===== src/rtl/pc_pkg.sv =====
// pc_pkg: shared PC width, reset address, pc type and fetch state encoding
package pc_pkg;
  localparam int PC_W_DEF = 36;
  typedef logic [PC_W_DEF-1:0] pc_t;
  localparam pc_t PC_RESET = '0;
  typedef enum logic [1:0] {BOOT, RUN, HOLD} state_t;
endpackage


===== src/rtl/pc_redirect_buf.sv =====
// pc_redirect_buf: holds an EX redirect raised during a stall until fetch can apply it
module pc_redirect_buf
  import pc_pkg::*;
#(
  parameter int W = PC_W_DEF
) (
  input  logic         i_clk,
  input  logic         i_rst_n,
  input  logic         i_set,
  input  logic         i_clr,
  input  logic [W-1:0] i_tgt,
  output logic         o_valid,
  output logic [W-1:0] o_tgt
);
  logic         valid_d, valid_q;
  logic [W-1:0] tgt_d, tgt_q;
  // a new redirect always overwrites the held one; apply clears it
  always_comb begin
    valid_d = i_set ? 1'b1 : i_clr ? 1'b0 : valid_q;
    tgt_d   = i_set ? i_tgt : tgt_q;
  end
  // pending register with synchronous active-low clear
  always_ff @(posedge i_clk) begin
    if (!i_rst_n) begin
      valid_q <= 1'b0;
      tgt_q   <= '0;
    end else begin
      valid_q <= valid_d;
      tgt_q   <= tgt_d;
    end
  end
  assign o_valid = valid_q;
  assign o_tgt   = tgt_q;
endmodule


===== src/rtl/pc_ctrl.sv =====
// pc_ctrl: fetch PC sequencer (BOOT/RUN/HOLD), EX redirects, optional backward-taken prediction under PC_BPRED_EN
module pc_ctrl
  import pc_pkg::*;
#(
  parameter int              PC_W     = PC_W_DEF,
  parameter logic [PC_W-1:0] RESET_PC = PC_W'(PC_RESET)
) (
  input  logic            i_clk,
  input  logic            i_rst_n,
  input  logic            i_stall,
  input  logic            i_imem_ready,
  output logic            o_imem_req,
  output logic [PC_W-1:0] o_pc,
  input  logic            i_ex_redirect,
  input  logic [PC_W-1:0] i_ex_target,
  input  logic            i_dec_br_valid,
  input  logic            i_dec_br_bwd,
  input  logic [PC_W-1:0] i_dec_br_target,
  output logic            o_flush_if,
  output logic            o_pred_taken
);
  state_t          state_d, state_q;
  logic [PC_W-1:0] pc_d, pc_q, pend_tgt, redir_tgt;
  logic            req_d, req_q, flush_d, flush_q, pred_d, pred_q;
  logic            pend_valid, hs, live, redir, pred;

  pc_redirect_buf #(.W(PC_W)) u_buf (
    .i_clk   (i_clk),
    .i_rst_n (i_rst_n),
    .i_set   (i_ex_redirect & i_stall),
    .i_clr   (pend_valid & ~i_stall),
    .i_tgt   (i_ex_target),
    .o_valid (pend_valid),
    .o_tgt   (pend_tgt)
  );

  assign hs        = req_q & i_imem_ready & ~i_stall;
  assign live      = i_ex_redirect & ~i_stall;
  assign redir     = live | (pend_valid & ~i_stall);
  assign redir_tgt = live ? i_ex_target : pend_tgt;

`ifdef PC_BPRED_EN
  assign pred = i_dec_br_valid & i_dec_br_bwd & ~i_stall & ~i_ex_redirect & ~pend_valid;
`else
  logic unused_dec;
  assign unused_dec = ^{i_dec_br_valid, i_dec_br_bwd, i_dec_br_target};
  assign pred = 1'b0;
`endif

  // next-PC priority: redirect, prediction, handshake advance, hold
  always_comb begin
    pc_d    = redir ? redir_tgt : pred ? i_dec_br_target : hs ? pc_q + PC_W'(1) : pc_q;
    state_d = (state_q == BOOT || redir || pred || hs) ? RUN : HOLD;
    req_d   = 1'b1;
    flush_d = redir | pred;
    pred_d  = pred;
  end

  // state and registered outputs
  always_ff @(posedge i_clk) begin
    if (!i_rst_n) begin
      state_q <= BOOT;
      pc_q    <= RESET_PC;
      req_q   <= 1'b0;
      flush_q <= 1'b0;
      pred_q  <= 1'b0;
    end else begin
      state_q <= state_d;
      pc_q    <= pc_d;
      req_q   <= req_d;
      flush_q <= flush_d;
      pred_q  <= pred_d;
    end
  end

  assign o_pc         = pc_q;
  assign o_imem_req   = req_q;
  assign o_flush_if   = flush_q;
  assign o_pred_taken = pred_q;
endmodule

===== config.mk =====
export PLATFORM = sky130hd
export DESIGN_NAME = pc_ctrl
export DESIGN_NICKNAME = d
export VERILOG_FILES = /design/src/rtl/pc_pkg.sv /design/src/rtl/pc_redirect_buf.sv /design/src/rtl/pc_ctrl.sv
export SDC_FILE = /design/constraint.sdc
export NUM_CORES = 1
export LEC_CHECK = 0
export ABC_CLOCK_PERIOD_IN_PS = 2500
export CAP_MARGIN = 20
export CORE_ASPECT_RATIO = 1.4
export CORE_MARGIN = 4
export CORE_UTILIZATION = 40
export CTS_BUF_LIST = sky130_fd_sc_hd__clkbuf_4
export CTS_CLUSTER_SIZE = 12
export DETAILED_ROUTE_END_ITERATION = 10
export PLACE_DENSITY = 0.69
export SLEW_MARGIN = 10
export SYNTH_ARGS = -nofsm -noshare
export SYNTH_HDL_FRONTEND = slang
export SYNTH_HIERARCHICAL = 1
export SYNTH_SLANG_ARGS = --single-unit

===== constraint.sdc =====
create_clock -name i_clk -period 2.5 [get_ports i_clk]
set_clock_uncertainty 0.1 [all_clocks]
set_input_delay 0.625 -clock i_clk [delete_from_list [all_inputs] [get_ports i_clk]]
set_output_delay 0.625 -clock i_clk [all_outputs]
set_load 0.02 [all_outputs]

**Yosys cells after proc, flatten, opt, wreduce, memory -nomap -nowiden**

Index checks and enable logic that the tools add are counted.
Widths: inputs -> output; s select.

- $add $sub $neg: 1
- Muxes and demuxes: 6
- Bitwise gates (word level): 7
- Reduce and logical (&&, ||, !) cells: 2

Operators by type and width:

| cell | count |
|---|---|
| $mux 36 | 3 |
| $add 36x1->36 const B | 1 |
| $and 1x1->1 | 5 |
| $reduce_bool 2->1 | 2 |
| $mux 1 | 3 |
| $not 1->1 | 1 |
| $or 1x1->1 | 1 |

- Flip-flop bits (word level): 75
- Input bits: 79
- Output and inout port bits: 39
- Word-level logic and storage cells: 21

**Depth between registers and ports, before layout**

- Depth after elaboration: 4
- Mapped depth: 8
- Gate-level depth less buffers: 6

**Hierarchy**

The synthesis kept the hierarchy.

By module, submodules not included:

| module | times used | cells each | area an instance (um^2) | sequential area each (um^2) |
|---|---|---|---|---|
| pc_ctrl | 1 | 357 | 2681.3 | 760.7 |
| pc_redirect_buf | 1 | 118 | 1422.6 | 740.7 |

**Least setup slack after synthesis**

No wires, ideal clock.

- Path type: reg-to-reg
- From: reg pc_q[0] (netlist: o_pc[0])
- To: reg pc_q[18] (netlist: o_pc[18])
- Setup time: 0.119 ns
- Arrival: 1.986 ns
- Required time: 2.281 ns
- Path slack: 0.295 ns
- Stages on the path, launching flop included: 7
- Buffers on the path: 0
- Clock period less this slack: 2.205 ns
- Path through: dfxtp_1 ha_1 nand3_2 or3_4 nor3_1 a21oi_1 o221a_2

- Cells in the longest elaborated chain, start to end: 3

RTL lines:

| item | line | text |
|---|---|---|
| start: declaration | pc_ctrl.sv:23 | `logic [PC_W-1:0] pc_d, pc_q, pend_tgt, redir_tgt;` |
| start signal: assignment | pc_ctrl.sv:69 | `pc_q <= pc_d;` |
| $add 36x1->36 | pc_ctrl.sv:52 | `pc_d = redir ? redir_tgt : pred ? i_dec_br_target : hs ? pc_q + PC_W'(1) : pc_q;` |
| $mux 36 (2 in series) | pc_ctrl.sv:52 |  |

Every way passes these cells. The select of a mux whose other input is x is not followed.
A chain may end at the register's enable or synchronous reset.

**Final worst setup path**

- From: reg pc_q[22] (netlist: o_pc[22])
- To: out o_pc[22]

RTL lines:

| item | line | text |
|---|---|---|
| end: declaration | pc_ctrl.sv:13 | `output logic [PC_W-1:0] o_pc,` |

No word-level cell between the ends.

==> flow_metrics.env <==
export IMPL_tightestPinTransition_ns=0.5288
export IMPL_finalNonFillerCells=723
export IMPL_final_seq_area_um2=1501
export IMPL_drt_antenna_violating_nets=0
export IMPL_critical_path_slowest_cell="sky130_fd_sc_hd__clkdlybuf4s50_1"
export IMPL_leakage_power_figure_nw=1.910
export IMPL_hold_class="reg -> reg"
export IMPL_synth_enable_flop_cells=0
export IMPL_cts_resized_gates=0
export IMPL_finalCritPeriodShare_pct=97.44
export IMPL_netlist_instances=475
export IMPL_synth_commonest_cells="sky130_fd_sc_hd__dfxtp_1 (75), sky130_fd_sc_hd__a21oi_1 (42), sky130_fd_sc_hd__mux2i_1 (42)"
export IMPL_cts_sink_count=75
export IMPL_crit_arrival_ns=1.71
export IMPL_chipWidth_um=93.61
export IMPL_syn_mean_instance_area_um2=8.640
export IMPL_total_vias_in_the_final_route=4083
export IMPL_finalHoldViolCount=0
export IMPL_chipHeight_um=127.9
export IMPL_die_area_um2=11970
export IMPL_synth_cell_type_count=62
export IMPL_synth_seq_area_share_pct=36.59
export IMPL_layout_area_overhead_vs_synth_pct=32.47
export IMPL_ys_seq_elements=75
export IMPL_setup_repair_after_global_routing_missed_its_margin="false"
export IMPL_vias_cell=5.647
export IMPL_cp_required_ns=1.77
export IMPL_place_gp_congestion=0.8904
export IMPL_grt_pass1_vias=3963
export IMPL_synth_net_count=555
export IMPL_status="completed"
export IMPL_ys_flop_type="sky130_fd_sc_hd__dfxtp_1"
export IMPL_post_cts_hold_buffer_count=0
export IMPL_synth_top_area_cell="sky130_fd_sc_hd__dfxtp_1"
export IMPL_multi_input_combinational_cell_area_um2=2391
export IMPL_yosys_top_cells_area="sky130_fd_sc_hd__dfxtp_1 (37%), sky130_fd_sc_hd__mux2i_1 (10%), sky130_fd_sc_hd__nor2b_1 (6.3%), sky130_fd_sc_hd__a21oi_1 (5.1%), sky130_fd_sc_hd__nand2_1 (3.2%)"
export IMPL_grt_antenna_before_repair=0
export IMPL_detail_route_iter0_violations=292
export IMPL_grtUsageTotal_pct=21.49
export IMPL_share_of_flip_flops_with_an_asynchronous_set_or_reset_after_synthesis_pct=0
export IMPL_dp_final_hpwl_um=9491
export IMPL_setup_worst_path_class="reg -> out"
export IMPL_fp_coreArea_um2=9953
export IMPL_wirelength_um=12710
export IMPL_first_pass_grt_wire_length_um=20130
export IMPL_nets=663
export IMPL_ios=118
export IMPL_yosys_cell_count_top_type="sky130_fd_sc_hd__dfxtp_1"
export IMPL_htreeDepth=3
export IMPL_crit_path_max_incr_delay_ns=0.69
export IMPL_n_fill_cell=945
export IMPL_drt_drc_violations_left=0
export IMPL_port_buffers=78
export IMPL_cp_end_kind="primary output"
export IMPL_cts_tree="yes"
export IMPL_cts_made_buffers=9
export IMPL_max_freq_mhz=410.5
export IMPL_p_total_w=0.002627
export IMPL_setup_worst_path_start_class="flip-flop"
export IMPL_layout_drive_gt1_share_pct=14.80
export IMPL_global_route_overflow_total=0
export IMPL_critical_path_top_delay_family="buffers and inverters"
export IMPL_max_slew_margin_rel_pct=64.71
export IMPL_cts_buffer_depth=2
export IMPL_clock_pin_slew_worst_setup_and_hold_paths_ns=0.13
export IMPL_cts_setup_buffers=0
export IMPL_power_per_cell_area_nw_per_um2=483.2
export IMPL_mappedNetlistArea_um2=4104
export IMPL_grt_start_max_net_pins=40
export IMPL_timing_final_max_slew_violations=0
export IMPL_clk_root_buffer_cell="sky130_fd_sc_hd__clkbuf_4"
export IMPL_path_max_fanout=11
export IMPL_drt_pass1_iterations=7
export IMPL_num_antenna_cells=0
export IMPL_synth_top_cell_area_share_pct=36.59
export IMPL_numPlacedInstances=707
export IMPL_drt_wirelength_per_cell_um=17.57
export IMPL_timing_max_cap_violations=0
export IMPL_worst_ir_drop_vdd_uv=257.0
export IMPL_source_to_sink_clock_delay_at_the_later_pin_of_the_worst_skew_pair_ns=0.45
export IMPL_start_util_pct=41.23
export IMPL_final_period_minus_worst_setup_slack_ns=2.436
export IMPL_placementRows=43
export IMPL_critical_path_buf_inv_count=1
export IMPL_synth_yosys_warnings=6
export IMPL_setup_viol=0
export IMPL_crit_chain="clkdlybuf4s50_1"
==> power by group <==
part	leakage (nW)	total, W	switching, W	internal [W]
clock network	0.0752	0.000764	0.000455	0.000308
logic	1.22	0.000544	0.000264	0.000279
registers	0.613	0.00132	0.0000628	0.00126
total	1.91	0.00263	0.000782	0.00184
==> path summary, 6_finish.rpt <==
kind / cells past startpoint / slack (ns) / to / startpoint
max: 1 / 0.06 / o_pc[22] / o_pc[22]
min: 2 / 0.42 / o_pc[13] / o_pc[13]
max reg2reg: 6 / 0.32 / o_pc[20] / o_pc[0]
min reg2reg: 2 / 0.42 / o_pc[13] / o_pc[13]
==> stage by stage <==
step	setup slack, ns	cell area, um^2	utilization, %	TNS [ns]	hold slack (ns)
finish	0.06403	5436	54.62	0	0.4163
global route	0.02923	5436	54.62	0	0.4374
global placement	-0.08365	5305	53.30	-0.2327	0.3929
floorplan	0.2952	4104	-	0	0.3784
detailed placement	-0.1438	5305	53.30	-0.5368	0.4017
CTS	0.07238	5436	54.62	0	0.4189
==> metal layers <==
metal  global-route usage, %  vias up  wire length [um]  part of all wire [%]
met1                   25.76     1925              5228                    41
li1                        -     1975                 -                     -
met4                   9.439        0               384                   3.0
met2                   37.91      151              6519                    51
met5                       0        -                 0                     0
met3                   2.936       32               572                   4.5
==> worst register-to-register path, delay by kind of cell (launching register included) <==
kind                       cells  cell delay [ns]
DFF                            1             0.51
AOI/OAI and AO/OA              2             0.27
and+or+nand+nor                3             1.01
adders and majority gates      1             0.26
==> cells in the final DEF, fill, tap and decap left out, types with 5 or more instances in the layout <==
cell type                         instances
sky130_fd_sc_hd__a21oi_1                 42
sky130_fd_sc_hd__a22o_1                   6
sky130_fd_sc_hd__a22oi_1                 10
sky130_fd_sc_hd__a41oi_1                  5
sky130_fd_sc_hd__and2_1                   6
sky130_fd_sc_hd__buf_4                   49
sky130_fd_sc_hd__clkbuf_4                10
sky130_fd_sc_hd__clkdlybuf4s50_1         78
sky130_fd_sc_hd__dfxtp_1                 75
sky130_fd_sc_hd__mux2i_1                 42
sky130_fd_sc_hd__nand2_1                 35
sky130_fd_sc_hd__nand3_1                 12
sky130_fd_sc_hd__nand4_1                 14
sky130_fd_sc_hd__nor2_1                  25
sky130_fd_sc_hd__nor2b_1                 40
sky130_fd_sc_hd__nor3_1                  12
sky130_fd_sc_hd__nor4_1                   6
sky130_fd_sc_hd__o21ai_0                 22
sky130_fd_sc_hd__o22ai_1                  8
sky130_fd_sc_hd__o31a_1                   6
==> cells by family (layout without fill, tap and decap cells) <==
group | after synthesis | after routing | synth area share [%]
adders and majority gates | 1 | 1 | 0.3048
and+or+nand+nor | 175 | 175 | 23.72
buffers and inverters | 38 | 151 | 5.244
DFF | 75 | 75 | 36.59
xor gates and xnor gates | 5 | 5 | 1.067
other | 1 | 1 | 0.09138
AOI/OAI and AO/OA | 134 | 134 | 21.65
muxes | 46 | 46 | 11.34
==> state kept, by name, indices dropped and copies added, names as in the netlist <==
register,flops
o_flush_if,1
o_imem_req,1
o_pc,36
u_buf/o_tgt,36
u_buf/o_valid,1
==> final cells by class <==
| class | count | share of cell area, % |
|---|---|---|
| Sequential cell | 75 | 27.62 |
| Multi-Input combinational cell | 362 | 43.98 |
| Tap cell | 135 | 3.107 |
| Clock inverter | 6 | 1.036 |
| Timing Repair Buffer | 131 | 22.60 |
| Clock buffer | 10 | 1.381 |
| Inverter | 4 | 0.2762 |
Note: power is estimated with default switching activity, not from simulation.
==> patch (config.mk and constraints unchanged) <==
Add a define of `PC_BPRED_EN`.
--- a/src/rtl/pc_ctrl.sv
+++ b/src/rtl/pc_ctrl.sv
@@ -1,3 +1,5 @@
 // pc_ctrl: fetch PC sequencer (BOOT/RUN/HOLD), EX redirects, optional backward-taken prediction under PC_BPRED_EN
+`define PC_BPRED_EN
+
 module pc_ctrl
   import pc_pkg::*;
Formal check against the unedited RTL: not equivalent (a bounded check fails within 4 cycles, from zero or initial values and one cycle with i_rst_n low).
==> patch against the original RTL <==
Fmax grew 1.7%; first-iteration DRC count grew 5.8%; routed wire length grew 37%; worst setup slack gained 0.042 ns; core utilization grew 1.9 points; sequential share of layout area shrank 4.7 points; design area grew 22%; power grew 20%; clock power grew 13%; count of clock-buffer cells in the layout is the same; synthesized area grew 17%; sequential cell count grew 1; global-route usage grew 3.7 points; critical path type unchanged.
==> patch: results (changes against the original RTL) <==
* Status: completed (unchanged)
* TritonCTS Buffers at 9 (unchanged)
* Worst vdd ir at 0.000234 V (was 0.000257 V)
* Initial drt markers at 309 (was 292)
* Htree depth at 3 (unchanged)
* Clock latency on the worst-skew pair at 0.44 ns
* Post-CTS sizing at 0 (unchanged)
* Share of cells above drive strength 1 at 13.4% (was 14.8%)
* Setup TNS at 0 ns (unchanged)
* Netlist cell types at 74 (was 62)
* Async SR Flop Fraction at 0% (unchanged)
* Max-slew headroom at 60.5% (was 64.7%)
* Synth top area cells: dfxtp_1 (32%), mux2i_1 (9.2%), nor2b_1 (5.5%) (was dfxtp_1 (37%), mux2i_1 (10%), nor2b_1 (6.3%))
* Critical path fanouts, max at 10 (was 11)
* First-pass GRT wire length at 27200 microns (was 20100 microns)
* IO Port Bufs at 117 (was 78)
* Slowest cell on crit path: clkdlybuf4s50_1 (unchanged)
* Place WS at -0.293 ns (was -0.144 ns)
* Net count, final at 807 (was 663)
* CP top delay family: buffers and inverters (unchanged)
* Syn nets at 651 (was 555)
* Vias in the first global route at 5346 (was 3963)
* Hold WC Path Type: flip-flop to flip-flop (unchanged)
* Overall routing resource usage at 25.2% (was 21.5%)
* Final setup viols at 0 (unchanged)
* Largest stage delay on the critical path at 0.69 ns (about the same)
* Commonest cells in the netlist: dfxtp_1 (76), mux2i_1 (44), nor2b_1 (42) (was dfxtp_1 (75), a21oi_1 (42), mux2i_1 (42))
* Post-DR vias/cell at 5.95 (was 5.65)
* Sequential share of the synthesized area at 31.8% (was 36.6%)
* Worst-path clk slew at 0.12 ns
* Root buf cell: clkbuf_4 (unchanged)
* Worst EP arrival at 1.67 ns (was 1.71 ns)
* Leakage at 0.00246 uW (was 0.00191 uW)
* Synth Warn # at 6 (unchanged)
* Number of fill cells at 1084 (was 945)
* Total core area at 11800 sq um (was 9950 sq um)
* Largest net degree at the start of global routing at 40 (unchanged)
* Post-CTS Setup Bufs at 0 (unchanged)
* Placer Congestion at 0.915 (was 0.890)
* DP Wirelength at 13400 microns (was 9490 microns)
* Pre-antenna DRT Iters at 5 (was 7)
* Clock Tree Buf Depth at 2 (unchanged)
* Placed cell areas at 6490 sq um (was 5310 sq um)
* Drt wl/cell at 19.8 microns (was 17.6 microns)
* Initial antenna violation count at 1 (was 0)
[patch: path summary, 6_finish.rpt]
kind	from	to	slack, ns	cells past startpoint
hold reg to reg	u_buf/o_tgt[6]$_SDFFE_PN0P_	u_buf/o_tgt[6]$_SDFFE_PN0P_	0.43	2
hold / removal	u_buf/o_tgt[6]$_SDFFE_PN0P_	u_buf/o_tgt[6]$_SDFFE_PN0P_	0.43	2
setup / recovery	o_pc[22]$_SDFFE_PN0P_	o_pc[22]	0.11	1
setup reg to reg	u_buf/o_valid$_SDFFE_PN0P_	o_pc[32]$_SDFFE_PN0P_	0.23	6
[patch: report_power, final]
part / switching [uW] / total, uW / internal [uW] / leakage [uW]
clock network: 454 / 862 / 408 / 0.0000822
logic: 421 / 882 / 462 / 0.00175
registers: 110 / 1400 / 1290 / 0.000624
total: 985 / 3150 / 2160 / 0.00246
[patch: per-stage QoR]
stage | hold WS [ns] | util [%] | std cells | total power, uW
floorplan | 0.382 | - | 571 | 1840
global placement | 0.396 | 55.2 | 863 | 2290
detailed placement | 0.409 | 55.2 | 863 | 2300
CTS | 0.434 | 56.5 | 878 | 3160
global route | 0.462 | 56.5 | 879 | 3290
finish | 0.433 | 56.5 | 879 | 3150
[patch: logic make-up after synthesis]
| logic type | count (synthesis) | share of synthesized area (%) |
|---|---|---|
| fa+ha+maj | 1 | 0.261 |
| xor+xnor | 9 | 1.65 |
| mux | 46 | 9.68 |
| simple gates | 196 | 23.7 |
| compound gates | 183 | 26.3 |
| flops | 76 | 31.8 |
| buf+inv | 60 | 6.64 |
[patch: metal layers]
layer	vias to the layer above	wire, microns	part of all wire (%)	track usage (%)
li1	2476	-	-	-
met1	2507	6680	38	28.4
met2	200	9030	52	45.4
met3	46	940	5.4	3.75
met4	0	718	4.1	13.0
met5	-	0	0	0
[patch: cell type report]
cell class,instances,share of cell area [%]
Multi-Input combinational cell,435,44.4
Timing Repair Buffer,188,26.6
Sequential cell,76,22.9
Tap cell,147,2.77
Clock inverter,5,1.17
Clock buffer,10,1.13
Inverter,17,0.960
Antenna cell,1,0.0377
